## src/rtl/conv_pkg.sv

```systemverilog
// Shared types and constants for the 1D convolution AIP: compute-core FSM states,
// default datapath sizes and the AIP configuration codes used by the interface.
package conv_pkg;

  localparam int unsigned DATA_W   = 32;
  localparam int unsigned SAMPLE_W = 8;
  localparam int unsigned X_LEN    = 10;
  localparam int unsigned Y_AW     = 5;
  localparam int unsigned Z_AW     = 6;

  typedef enum logic [2:0] {
    IDLE,
    ISSUE,
    DRAIN,
    WRITE,
    FINISH
  } conv_state_e;

  // AIP configuration selectors decoded by the register/memory interface
  localparam logic [2:0] MEM_Y   = 3'd0;
  localparam logic [2:0] AEM_Y   = 3'd1;
  localparam logic [2:0] MEM_Z   = 3'd2;
  localparam logic [2:0] AEM_Z   = 3'd3;
  localparam logic [2:0] CONFREG = 3'd4;
  localparam logic [2:0] AONFREG = 3'd5;

endpackage

```

## src/rtl/conv_mac_unit.sv

```systemverilog
// Registered multiply-accumulate: acc += x[SAMPLE_W-1:0] * y[SAMPLE_W-1:0] when valid,
// synchronous clear has priority over accumulation.
module conv_mac_unit #(
  parameter int unsigned DATA_W   = 32,
  parameter int unsigned SAMPLE_W = 8
) (
  input  logic              clk,
  input  logic              rst_a,
  input  logic              clr,
  input  logic              valid,
  input  logic [DATA_W-1:0] x_word,
  input  logic [DATA_W-1:0] y_word,
  output logic [DATA_W-1:0] acc
);

  localparam int unsigned PROD_W = 2 * SAMPLE_W;

  logic [PROD_W-1:0] prod;
  logic              unused_hi;

  assign prod = PROD_W'(x_word[SAMPLE_W-1:0]) * PROD_W'(y_word[SAMPLE_W-1:0]);

  // Upper word bits carry no sample data
  assign unused_hi = ^{x_word[DATA_W-1:SAMPLE_W], y_word[DATA_W-1:SAMPLE_W]};

  always_ff @(posedge clk) begin
    if (rst_a) begin
      acc <= '0;
    end else if (clr) begin
      acc <= '0;
    end else if (valid) begin
      acc <= acc + DATA_W'(prod);
    end
  end

endmodule

```

## src/rtl/conv_mac_engine.sv

```systemverilog
// Convolution compute core: walks the tap range of each output Z[n], streams X/Y reads
// through the MAC and writes one Z word per output, then pulses done.
module conv_mac_engine #(
  parameter int unsigned DATA_W   = conv_pkg::DATA_W,
  parameter int unsigned SAMPLE_W = conv_pkg::SAMPLE_W,
  parameter int unsigned X_LEN    = conv_pkg::X_LEN,
  parameter int unsigned Y_AW     = conv_pkg::Y_AW,
  parameter int unsigned Z_AW     = conv_pkg::Z_AW
) (
  input  logic              clk,
  input  logic              rst_a,
  input  logic              start,
  input  logic [4:0]        size_y,
  output logic              busy,
  output logic              done,
  output logic [Y_AW-1:0]   y_raddr,
  input  logic [DATA_W-1:0] y_rdata,
  output logic [3:0]        x_raddr,
  input  logic [DATA_W-1:0] x_rdata,
  output logic              z_we,
  output logic [Z_AW-1:0]   z_waddr,
  output logic [DATA_W-1:0] z_wdata
);

  import conv_pkg::*;

  localparam int unsigned     SZ_W   = 5;
  localparam int unsigned     XA_W   = 4;
  localparam logic [Z_AW-1:0] X_LAST = Z_AW'(X_LEN - 1);

  conv_state_e     state, state_d;
  logic [SZ_W-1:0] sz, sz_d;
  logic [Z_AW-1:0] n, n_d, n_inc;
  logic [XA_W-1:0] k, k_d, kmax, kmin_next;
  logic [Y_AW-1:0] ya, ya_d;
  logic            busy_d, done_d, z_we_d;
  logic [Z_AW-1:0] z_waddr_d;
  logic            v, acc_clr, last_n;

  // First tap of output nn: max(0, nn-(s-1))
  function automatic logic [XA_W-1:0] kmin_of(input logic [Z_AW-1:0] nn,
                                               input logic [SZ_W-1:0] s);
    kmin_of = '0;
    if (nn >= Z_AW'(s)) kmin_of = XA_W'(nn - Z_AW'(s) + Z_AW'(1));
  endfunction

  assign n_inc     = n + Z_AW'(1);
  assign kmax      = (n >= X_LAST) ? XA_W'(X_LAST) : XA_W'(n);
  assign kmin_next = kmin_of(n_inc, sz);
  assign last_n    = (n == Z_AW'(X_LEN) + Z_AW'(sz) - Z_AW'(2));

  assign x_raddr = k;
  assign y_raddr = ya;

  always_ff @(posedge clk) begin
    if (rst_a) state <= IDLE;
    else       state <= state_d;
  end

  always_comb begin
    state_d   = state;
    sz_d      = sz;
    n_d       = n;
    k_d       = k;
    ya_d      = ya;
    busy_d    = busy;
    done_d    = 1'b0;
    z_we_d    = 1'b0;
    z_waddr_d = z_waddr;
    acc_clr   = 1'b0;
    unique case (state)
      IDLE: begin
        if (start) begin
          sz_d = size_y;
          n_d  = '0;
          if (size_y == '0) begin
            state_d = FINISH;
            done_d  = 1'b1;
          end else begin
            state_d = ISSUE;
            busy_d  = 1'b1;
            acc_clr = 1'b1;
            k_d     = '0;
            ya_d    = '0;
          end
        end
      end
      ISSUE: begin
        if (k == kmax) begin
          state_d = DRAIN;
        end else begin
          k_d  = k + XA_W'(1);
          ya_d = ya - Y_AW'(1);
        end
      end
      DRAIN: begin
        state_d   = WRITE;
        z_we_d    = 1'b1;
        z_waddr_d = n;
      end
      WRITE: begin
        if (last_n) begin
          state_d = FINISH;
          done_d  = 1'b1;
          busy_d  = 1'b0;
        end else begin
          state_d = ISSUE;
          n_d     = n_inc;
          k_d     = kmin_next;
          ya_d    = Y_AW'(n_inc - Z_AW'(kmin_next));
          acc_clr = 1'b1;
        end
      end
      FINISH: begin
        state_d = IDLE;
      end
      default: begin
        state_d = IDLE;
      end
    endcase
  end

  // v tracks read data returning one cycle after each issued address
  always_ff @(posedge clk) begin
    if (rst_a) begin
      sz      <= '0;
      n       <= '0;
      k       <= '0;
      ya      <= '0;
      busy    <= 1'b0;
      done    <= 1'b0;
      z_we    <= 1'b0;
      z_waddr <= '0;
      v       <= 1'b0;
    end else begin
      sz      <= sz_d;
      n       <= n_d;
      k       <= k_d;
      ya      <= ya_d;
      busy    <= busy_d;
      done    <= done_d;
      z_we    <= z_we_d;
      z_waddr <= z_waddr_d;
      v       <= (state == ISSUE);
    end
  end

  conv_mac_unit #(
    .DATA_W  (DATA_W),
    .SAMPLE_W(SAMPLE_W)
  ) u_mac (
    .clk   (clk),
    .rst_a (rst_a),
    .clr   (acc_clr),
    .valid (v),
    .x_word(x_rdata),
    .y_word(y_rdata),
    .acc   (z_wdata)
  );

endmodule

```

## config.mk

```make
export PLATFORM = sky130hd
export DESIGN_NAME = conv_mac_engine
export DESIGN_NICKNAME = d
export VERILOG_FILES = /design/src/rtl/conv_pkg.sv /design/src/rtl/conv_mac_unit.sv /design/src/rtl/conv_mac_engine.sv
export SDC_FILE = /design/constraint.sdc
export NUM_CORES = 1
export LEC_CHECK = 0
export BUFFER_PORTS_ARGS = -buffer_cell sky130_fd_sc_hd__buf_2
export CORE_UTILIZATION = 27
export DETAILED_ROUTE_END_ITERATION = 8
export PLACE_DENSITY = 0.5
export SETUP_SLACK_MARGIN = 0.02
export SLEW_MARGIN = 20
export SYNTH_ARGS = -nofsm -noshare
export SYNTH_HDL_FRONTEND = slang
export SYNTH_SLANG_ARGS = --single-unit
```

## constraint.sdc

```tcl
create_clock -name clk -period 5.86 [get_ports clk]
set_input_delay 1.172 -clock clk [delete_from_list [all_inputs] [get_ports clk]]
set_output_delay 1.172 -clock clk [all_outputs]
set_load 0.005 [all_outputs]
```

==> flow_summary.html, run 1 <==
<table>
<tr><th>Metric</th><th>Value</th></tr>
<tr><th colspan="2">Outcome</th></tr>
<tr><td>Status</td><td>completed</td></tr>
<tr><th colspan="2">STA</th></tr>
<tr><td>Setup-failing EPs final</td><td>0</td></tr>
<tr><td>Fin Setup TNS</td><td>0 ns</td></tr>
<tr><td>Clock Skew</td><td>~0.009 ns</td></tr>
<tr><td>Share of the clock period used by the worst path after layout</td><td>91.56%</td></tr>
<tr><td>Fmax</td><td>0.1864 GHz</td></tr>
<tr><td>Final count of pins violating max slew</td><td>0</td></tr>
<tr><td>Slew of the pin with the lowest slew margin</td><td>~0.75 ns</td></tr>
<tr><td>Worst slew slack as a fraction of its limit</td><td>49.95%</td></tr>
<tr><td>Hold violation count in the final report</td><td>0</td></tr>
<tr><td>Minimum hold slack</td><td>0.4563 ns</td></tr>
<tr><td>Minimum period implied by the final worst setup slack</td><td>between 5 and 6 ns</td></tr>
<tr><td>Worst setup margin</td><td>0.4943 ns</td></tr>
<tr><td>RSZ-0062 raised after global routing</td><td>false</td></tr>
<tr><th colspan="2">Critical path</th></tr>
<tr><td>Crit path max fanout</td><td>12</td></tr>
<tr><td>Data arrival time of the critical path</td><td>between 5 and 6 ns</td></tr>
<tr><td>Largest stage delay on the critical path</td><td>0.54 ns</td></tr>
<tr><td>CP Capture Type</td><td>register</td></tr>
<tr><td>Most prevalent standard cell on the critical path</td><td>fa_1</td></tr>
<tr><td>Cells along the critical path</td><td>buf_2 -&gt; and2_1 -&gt; fa_1 -&gt; fa_1 -&gt; fa_1 -&gt; inv_1 -&gt; fa_1 -&gt; inv_1 -&gt; ha_1 -&gt; a21oi_1 -&gt; o21ai_0 -&gt; o31a_1 -&gt; a31o_2 -&gt; a221oi_2 -&gt; buf_4 -&gt; or3_1 -&gt; a21oi_1</td></tr>
<tr><td>Crit path kind</td><td>in -&gt; reg</td></tr>
<tr><td>Startpoint type of the worst setup path</td><td>primary input</td></tr>
<tr><td>Crit-path slowest cell</td><td>fa_1</td></tr>
<tr><td>CP Data Required Time</td><td>6.07 ns</td></tr>
<tr><th colspan="2">Logic synthesis</th></tr>
<tr><td>Synth async-reset ratio</td><td>0%</td></tr>
<tr><td>Seq/Total Area, Yosys</td><td>a little over a fifth</td></tr>
<tr><td>Synth area leader</td><td>dfxtp_1</td></tr>
<tr><td>Syn nets</td><td>914</td></tr>
<tr><td>Main synth FF type</td><td>dfxtp_1</td></tr>
<tr><td>Synthesis Warnings</td><td>0</td></tr>
<tr><td>Cell types with the largest area share after synthesis</td><td>dfxtp_1, fa_1, ha_1, inv_1, nand2_1</td></tr>
<tr><td>Most common cell in the netlist</td><td>inv_1</td></tr>
<tr><td>Netlist Area Pre-Place</td><td>just over 6000 um2</td></tr>
<tr><td>Number of synthesized register bits</td><td>65</td></tr>
<tr><td>Yosys top cell area share</td><td>21.51%</td></tr>
<tr><td>Mean post-synth cell area</td><td>8.276 um2</td></tr>
<tr><td>Library cells used by synthesis</td><td>62</td></tr>
<tr><td>Gate Count Post-Synth</td><td>731</td></tr>
<tr><td>Number of synthesized flops with an enable pin</td><td>0</td></tr>
<tr><td>Top cells by count, synth</td><td>inv_1, nand2_1, dfxtp_1, ha_1, a21oi_1</td></tr>
<tr><th colspan="2">Floorplanning</th></tr>
<tr><td>Core footprint</td><td>~22000 um2</td></tr>
<tr><td>Top Ports</td><td>122</td></tr>
<tr><td>Die width</td><td>151.7 um</td></tr>
<tr><td>Effective utilization at floorplan</td><td>27.63%</td></tr>
<tr><td>Die H</td><td>151.7 um</td></tr>
<tr><td>Core Rows</td><td>54</td></tr>
<tr><td>Die footprint</td><td>approximately 23000 um2</td></tr>
<tr><th colspan="2">Power and ir drop</th></tr>
<tr><td>Power Dens Cells</td><td>292.3 nW/um2</td></tr>
<tr><td>Sequential fraction of design power</td><td>approximately a quarter</td></tr>
<tr><td>Relative contribution of the clock network to total power</td><td>27.4%</td></tr>
<tr><td>Pint</td><td>1256 uW</td></tr>
<tr><td>Leakage</td><td>0.003316 uW</td></tr>
<tr><td>Switching share of total power</td><td>about two fifths</td></tr>
<tr><td>NetSw</td><td>795.1 uW</td></tr>
<tr><td>Combinational Power Share</td><td>between 40% and 50%</td></tr>
<tr><td>Largest vdd supply drop</td><td>120.4 uV</td></tr>
<tr><th colspan="2">Global routing</th></tr>
<tr><td>Total overflow reported by the global router</td><td>0</td></tr>
<tr><td>Largest net degree at the start of global routing</td><td>32</td></tr>
<tr><td>Antenna violations before repair</td><td>0</td></tr>
<tr><td>Vias in the first global route</td><td>~4700</td></tr>
<tr><td>First-pass GRT wire length</td><td>23940 um</td></tr>
<tr><td>Total GRT Usage</td><td>13.21%</td></tr>
<tr><th colspan="2">Finish</th></tr>
<tr><td>Post-route cell area</td><td>7019 um2</td></tr>
<tr><td>Share of cells above drive strength 1</td><td>a little over an eighth</td></tr>
<tr><td>Nets</td><td>980</td></tr>
<tr><td>Fillers</td><td>roughly 2400</td></tr>
<tr><td>Count of placed standard cells in the final layout, fillers left out</td><td>1082</td></tr>
<tr><td>Area Growth Syn to Fin</td><td>16.03%</td></tr>
<tr><td>Antenna diode instance count</td><td>0</td></tr>
<tr><th colspan="2">Detailed routing</th></tr>
<tr><td>Detailed-route wire length per cell</td><td>13.51 um</td></tr>
<tr><td>Sum of routed wire length over all layers</td><td>14610 um</td></tr>
<tr><td>Number of violations reported at the end of detailed-routing iteration 0</td><td>204</td></tr>
<tr><td>Via Count</td><td>5025</td></tr>
<tr><td>DRC violations left</td><td>0</td></tr>
<tr><td>Average via count per standard cell</td><td>4.644</td></tr>
<tr><td>DR pass1 iterations</td><td>4</td></tr>
<tr><td>Detail Route Antenna Nets</td><td>0</td></tr>
<tr><th colspan="2">Clock tree</th></tr>
<tr><td>Number of H-tree branching levels</td><td>3</td></tr>
<tr><td>Number of buffers created by CTS</td><td>9</td></tr>
<tr><td>Clock slew at reported path FFs</td><td>0.06 ns</td></tr>
<tr><td>Worst-skew pair later-pin latency</td><td>0.34 ns</td></tr>
<tr><td>TritonCTS clock tree</td><td>done</td></tr>
<tr><td>Post-cts resize count</td><td>0</td></tr>
<tr><td>Hold-fix buffer count after cts</td><td>0</td></tr>
<tr><td>Setup repair bufs after CTS</td><td>0</td></tr>
<tr><td>Root Driver</td><td>clkbuf_16</td></tr>
<tr><td>Number of sinks driven by the clock tree</td><td>between 60 and 70</td></tr>
<tr><td>Max Buffers Root-to-Sink</td><td>2</td></tr>
<tr><th colspan="2">Hold path</th></tr>
<tr><td>Hold WC Path Type</td><td>reg -&gt; reg</td></tr>
<tr><th colspan="2">Place</th></tr>
<tr><td>Total cell area at the placement stage</td><td>around 6700 um2</td></tr>
<tr><td>Port buffer count</td><td>73</td></tr>
<tr><td>Post-placement worst setup slack</td><td>0.1582 ns</td></tr>
<tr><td>RePlAce Congestion</td><td>~0.8</td></tr>
<tr><td>Placed cell count</td><td>1066</td></tr>
<tr><td>Final HPWL DP</td><td>roughly 11000 um</td></tr>
<tr><th colspan="2">Flow run</th></tr>
<tr><td>Max cap viols</td><td>0</td></tr>
</table>
[final timing paths]
path / from / end / slack [ns] / cells past startpoint
hold / removal: z_waddr[5] / z_waddr[5] / 0.46 / 2
setup reg to reg: u_mac.acc[6] / u_mac.acc[19] / 1.21 / 17
hold reg to reg: z_waddr[5] / z_waddr[5] / 0.46 / 2
setup / recovery: x_rdata[3] / u_mac.acc[19] / 0.49 / 17
[sequential cells by signal, summed over array words and instances, names as in the netlist]
register and count:
u_mac.acc 32, n 6, z_waddr 6, sz 5
y_raddr 5, x_raddr 4, state 3, busy 1
done 1, v 1, z_we 1
[layer usage]
metal | vias to the layer above | track usage [%] | routed length, um
met2 | 70 | 20.55 | 6529
met3 | 10 | 3.054 | 631
met5 | - | 0 | 0
met1 | 2395 | 18.42 | 7329
li1 | 2550 | - | -
met4 | 0 | 2.970 | 123
[cell type report]
cell class,count,area (um2),share of cell area (%)
Sequential cell,65,1301,18.54
Multi-Input combinational cell,541,4263,60.73
Inverter,99,371.6,5.294
Clock buffer,12,256.5,3.654
Tap cell,280,350.3,4.991
Clock inverter,4,51.30,0.7308
Timing Repair Buffer,81,425.4,6.061
[cell families (layout without fill, tap and decap cells)]
kind of cell	count (synthesis)	count (layout)	share of synthesized area (%)
adders and majority gates	111	111	29.53
and+or+nand+nor	259	259	21.22
buffers and inverters	125	196	8.025
DFF	65	65	21.51
AOI/OAI and AO/OA	131	131	13.61
xor gates and xnor gates	25	25	3.619
muxes	15	15	2.482
[cells in the final DEF, fill, tap and decap left out, types with 8 or more instances in the layout]
cell and count:
clkbuf_16 9, a21oi_1 54, nand3_1 14, nor3_1 9, nor2_1 44, ha_1 58, mux2i_1 15, or3_1 12
fa_1 53, buf_2 73, dfxtp_1 65, xor2_1 14, nand2_1 93, xnor2_1 11, o21ai_0 21, and2_1 40
nand2b_1 12, and3_1 9, a21o_1 8, inv_1 99, buf_4 8
[worst max-delay path, delay by kind of cell]
family                   cells  cell delay, ns
AO/OA/AOI/OAI                6            1.19
buffers and inverters        4            0.48
adder cells (fa/ha/maj)      5            2.39
AND/OR/NAND/NOR              2            0.31
[metrics by stage]
| step | power, uW | utilization, % |
|---|---|---|
| 5_1_grt | 2256 | 32.06 |
| 4_1_cts | 2092 | 32.06 |
| 3_3_place_gp | 1514 | 30.66 |
| 2_1_floorplan | 1253 | - |
| 6_report | 2051 | 32.06 |
| 3_5_place_dp | 1511 | 30.66 |
[power by group through the flow]
stage	Clock, uW	Combinational (uW)	Sequential [uW]
2_1_floorplan	0	756	497
3_3_place_gp	0	1010	506
3_5_place_dp	0	1000	506
4_1_cts	584	1010	496
5_1_grt	597	1160	500
6_report	562	994	495
(Power assumes the default switching activity.)
==> inputs of run 2 (changes only) <==
CORE_UTILIZATION = 57   (was 27)
PLACE_DENSITY = 0.87   (was 0.5)
==> run 2 against run 1 <==
Compared with the run above: sequential power hardly changed; worst hold slack improved by 0.0050 ns; combinational power fell by 0.7%; largest cell class unchanged; critical path depth stayed put; setup slack got worse by 0.053 ns; clock power decreased by 24%; flip-flop and latch count unchanged; die area down 52%; power shrank 7.0%; maximum frequency is 0.98% lower; via count increased by 4.2%.
==> flow_summary.html, run 2 (synthesis gave the netlist of run 1 again) <==
<table>
<tr><th>Metric</th><th>Value</th></tr>
<tr><th colspan="2">Global routing</th></tr>
<tr><td>Total GRT Usage</td><td>25.29% (+12 points)</td></tr>
<tr><td>Largest net degree at the start of global routing</td><td>32 (unchanged)</td></tr>
<tr><td>First-pass GRT wire length</td><td>22740 um (-5.0%)</td></tr>
<tr><td>Vias in the first global route</td><td>5081 (+7.3%)</td></tr>
<tr><td>Antenna violations before repair</td><td>0 (unchanged)</td></tr>
<tr><td>Total overflow reported by the global router</td><td>0 (unchanged)</td></tr>
<tr><th colspan="2">Finish</th></tr>
<tr><td>Flip-flop count of the largest register, all copies and words added</td><td>32 (unchanged)</td></tr>
<tr><td>Largest Register</td><td>u_mac.acc</td></tr>
<tr><td>Fillers</td><td>852 (-65%)</td></tr>
<tr><td>Commonest cells after routing, fill and taps aside</td><td>inv_1, nand2_1, buf_2</td></tr>
<tr><td>Most frequent standard cell in the layout excluding fill and tap cells</td><td>inv_1</td></tr>
<tr><td>Biggest registers after layout</td><td>u_mac.acc: 32 flops, n: 6 flops, z_waddr: 6 flops</td></tr>
<tr><td>Share of cells above drive strength 1</td><td>13.27% (-0.20 points)</td></tr>
<tr><td>Area Growth Syn to Fin</td><td>11.21%</td></tr>
<tr><td>Post-route cell area</td><td>6728 um2 (-4.2%)</td></tr>
<tr><td>Utilization after layout</td><td>65.17% (+33 points)</td></tr>
<tr><td>Antenna diode instance count</td><td>0 (unchanged)</td></tr>
<tr><td>Nets</td><td>977 (-0.31%)</td></tr>
<tr><th colspan="2">Critical path</th></tr>
<tr><td>Buffers and inverters on the worst path</td><td>4 (unchanged)</td></tr>
<tr><td>Cells along the critical path</td><td>buf_2 -&gt; and2_1 -&gt; fa_1 -&gt; fa_1 -&gt; fa_1 -&gt; inv_1 -&gt; fa_1 -&gt; inv_1 -&gt; ha_1 -&gt; a21oi_1 -&gt; o21ai_0 -&gt; o31a_1 -&gt; a31o_2 -&gt; a221oi_2 -&gt; buf_4 -&gt; or4_1 -&gt; a21oi_1</td></tr>
<tr><td>Crit path depth</td><td>17 (unchanged)</td></tr>
<tr><td>Destination of the worst register-to-register timing path</td><td>u_mac.acc[31]</td></tr>
<tr><td>Data arrival time of the critical path</td><td>5.59 ns (+0.02 ns)</td></tr>
<tr><td>Worst Reg2Reg Path Length in Cells</td><td>17 (unchanged)</td></tr>
<tr><td>Worst r2r src</td><td>u_mac.acc[6]</td></tr>
<tr><td>Crit path max fanout</td><td>14 (+2)</td></tr>
<tr><td>CP Data Required Time</td><td>6.03 ns (-0.04 ns)</td></tr>
<tr><td>CP Capture Type</td><td>register</td></tr>
<tr><td>Gate family responsible for the most delay along the worst path</td><td>adder cells</td></tr>
<tr><td>Largest stage delay on the critical path</td><td>0.56 ns (+0.02 ns)</td></tr>
<tr><td>Crit-path slowest cell</td><td>fa_1</td></tr>
<tr><td>Register-to-register setup slack</td><td>1.12 ns (-0.09 ns)</td></tr>
<tr><td>Crit path kind</td><td>in -&gt; reg</td></tr>
<tr><td>Startpoint type of the worst setup path</td><td>primary input</td></tr>
<tr><td>Most prevalent standard cell on the critical path</td><td>fa_1</td></tr>
<tr><th colspan="2">Clock tree</th></tr>
<tr><td>Worst-skew pair later-pin latency</td><td>0.34 ns (about the same)</td></tr>
<tr><td>TritonCTS clock tree</td><td>done</td></tr>
<tr><td>Max Buffers Root-to-Sink</td><td>2 (unchanged)</td></tr>
<tr><td>Hold-fix buffer count after cts</td><td>0 (unchanged)</td></tr>
<tr><td>Number of sinks driven by the clock tree</td><td>65 (unchanged)</td></tr>
<tr><td>Root Driver</td><td>clkbuf_8</td></tr>
<tr><td>Number of H-tree branching levels</td><td>3 (unchanged)</td></tr>
<tr><td>Post-cts resize count</td><td>0 (unchanged)</td></tr>
<tr><td>Setup repair bufs after CTS</td><td>0 (unchanged)</td></tr>
<tr><td>Number of buffers created by CTS</td><td>9 (unchanged)</td></tr>
<tr><td>Clock slew at reported path FFs</td><td>0.07 ns (about the same)</td></tr>
<tr><th colspan="2">Detailed routing</th></tr>
<tr><td>Via Count</td><td>5236 (+4.2%)</td></tr>
<tr><td>Average via count per standard cell</td><td>5.600 (+21%)</td></tr>
<tr><td>DRC violations left</td><td>0 (unchanged)</td></tr>
<tr><td>Number of violations reported at the end of detailed-routing iteration 0</td><td>371 (+82%)</td></tr>
<tr><td>Detailed-route wire length per cell</td><td>14.27 um (+5.7%)</td></tr>
<tr><td>Detail Route Antenna Nets</td><td>0 (unchanged)</td></tr>
<tr><td>Sum of routed wire length over all layers</td><td>13340 um (-8.7%)</td></tr>
<tr><td>DR pass1 iterations</td><td>4 (unchanged)</td></tr>
<tr><th colspan="2">Floorplanning</th></tr>
<tr><td>Die width</td><td>105.0 um (-31%)</td></tr>
<tr><td>Die H</td><td>105.0 um (-31%)</td></tr>
<tr><td>Top Ports</td><td>122 (unchanged)</td></tr>
<tr><td>Effective utilization at floorplan</td><td>58.60% (+31 points)</td></tr>
<tr><td>Core footprint</td><td>10320 um2 (-53%)</td></tr>
<tr><td>Core Rows</td><td>37 (-31%)</td></tr>
<tr><td>Die footprint</td><td>11030 um2 (-52%)</td></tr>
<tr><th colspan="2">Hold path</th></tr>
<tr><td>Hold path start</td><td>z_waddr[3]</td></tr>
<tr><td>End point of the most critical hold path</td><td>z_waddr[3]</td></tr>
<tr><td>Hold WC Path Type</td><td>reg -&gt; reg</td></tr>
<tr><td>Min-Delay Path Depth</td><td>2 (unchanged)</td></tr>
<tr><th colspan="2">STA</th></tr>
<tr><td>Worst slew slack as a fraction of its limit</td><td>25.07% (-25 points)</td></tr>
<tr><td>Worst setup margin</td><td>0.4411 ns (-0.05322 ns)</td></tr>
<tr><td>Minimum period implied by the final worst setup slack</td><td>5.419 ns (+0.05322 ns)</td></tr>
<tr><td>Final count of pins violating max slew</td><td>0 (unchanged)</td></tr>
<tr><td>Fmax</td><td>0.1845 GHz (-0.98%)</td></tr>
<tr><td>Hold violation count in the final report</td><td>0 (unchanged)</td></tr>
<tr><td>Share of the clock period used by the worst path after layout</td><td>92.47% (+0.91 points)</td></tr>
<tr><td>Slew of the pin with the lowest slew margin</td><td>1.124 ns (+0.3789 ns)</td></tr>
<tr><td>Setup-failing EPs final</td><td>0 (unchanged)</td></tr>
<tr><td>RSZ-0062 raised after global routing</td><td>false</td></tr>
<tr><td>Fin Setup TNS</td><td>0 ns (unchanged)</td></tr>
<tr><td>Clock Skew</td><td>0.01284 ns (+0.003842 ns)</td></tr>
<tr><th colspan="2">Power and ir drop</th></tr>
<tr><td>Relative contribution of the clock network to total power</td><td>22.3% (-5.1 points)</td></tr>
<tr><td>Sequential fraction of design power</td><td>25.9% (+1.8 points)</td></tr>
<tr><td>Pint</td><td>1128 uW (-10%)</td></tr>
<tr><td>Power Dens Cells</td><td>283.6 nW/um2 (-3.0%)</td></tr>
<tr><td>NetSw</td><td>779.9 uW (-1.9%)</td></tr>
<tr><td>Switching share of total power</td><td>40.87% (+2.1 points)</td></tr>
<tr><td>Largest vdd supply drop</td><td>170.1 uV (+41%)</td></tr>
<tr><td>Leakage</td><td>0.003251 uW (-2.0%)</td></tr>
<tr><td>Combinational Power Share</td><td>51.7% (+3.3 points)</td></tr>
<tr><th colspan="2">Flow run</th></tr>
<tr><td>Max cap viols</td><td>0 (unchanged)</td></tr>
<tr><th colspan="2">Place</th></tr>
<tr><td>Total cell area at the placement stage</td><td>6509 um2 (-3.0%)</td></tr>
<tr><td>Final HPWL DP</td><td>10430 um (-7.1%)</td></tr>
<tr><td>Port buffer count</td><td>73 (unchanged)</td></tr>
<tr><td>Post-placement worst setup slack</td><td>0.1258 ns (-0.03240 ns)</td></tr>
<tr><td>RePlAce Congestion</td><td>0.8583 (+7.2%)</td></tr>
<tr><th colspan="2">Outcome</th></tr>
<tr><td>Status</td><td>completed</td></tr>
</table>
-- run 2: cell types whose count changed in the layout (fill, tap and decap cells not counted), moves of 3 or more --
cell	previous run	this run
clkbuf_16	9	0
clkbuf_8	2	9
buf_4	8	5
clkinvlp_4	1	4
-- run 2: how the worst max path moves through the flow --
stage	start	endpoint	slack, ns
after floorplan	x_rdata[3]	u_mac.acc[29]	0.52
after CTS	x_rdata[3]	u_mac.acc[31]	0.48
after global placement	x_rdata[3]	u_mac.acc[31]	0.23
after detailed placement	x_rdata[3]	u_mac.acc[31]	0.13
final	x_rdata[3]	u_mac.acc[31]	0.44
after global routing	y_rdata[6]	u_mac.acc[31]	0.26
-- run 2: power by group through the flow --
stage          clock (uW)  sequential [uW]  combinational (uW)
2_1_floorplan           0              497                 756
3_3_place_gp            0              504                 938
3_5_place_dp            0              504                 978
4_1_cts               433              494                 984
5_1_grt               453              498                1120
6_report              426              494                 987
-- run 2: worst min-delay path, delay by kind of cell, from the launching register on --
family             cells  cell delay (ns)
DFF                    1             0.31
AOI/OAI and AO/OA      1             0.05
and+or+nand+nor        1             0.05
-- run 2: metrics by stage --
stage / instances / power [uW] / hold slack [ns]
after floorplan: 731 / 1253 / 0.4527
after global placement: 919 / 1442 / 0.4405
after detailed placement: 919 / 1482 / 0.4486
after CTS: 935 / 1911 / 0.4634
after global routing: 935 / 2072 / 0.4837
final: 935 / 1908 / 0.4613
-- run 2: per-layer routing --
metal	global-route usage, %	wire [um]
met2	41.53	6294
met4	8.048	259
met3	4.554	790
met5	0	0
met1	33.74	5997
-- run 2: layout make-up --
type / instances / area [um2] / area share [%]
sequential: 65 / 1301 / 19.34
timing repair buffer: 78 / 402.9 / 5.988
clock inverter: 7 / 95.09 / 1.413
clock buffer: 9 / 123.9 / 1.841
inverter: 99 / 371.6 / 5.524
tap: 136 / 170.2 / 2.529
multi-input combinational: 541 / 4263 / 63.36
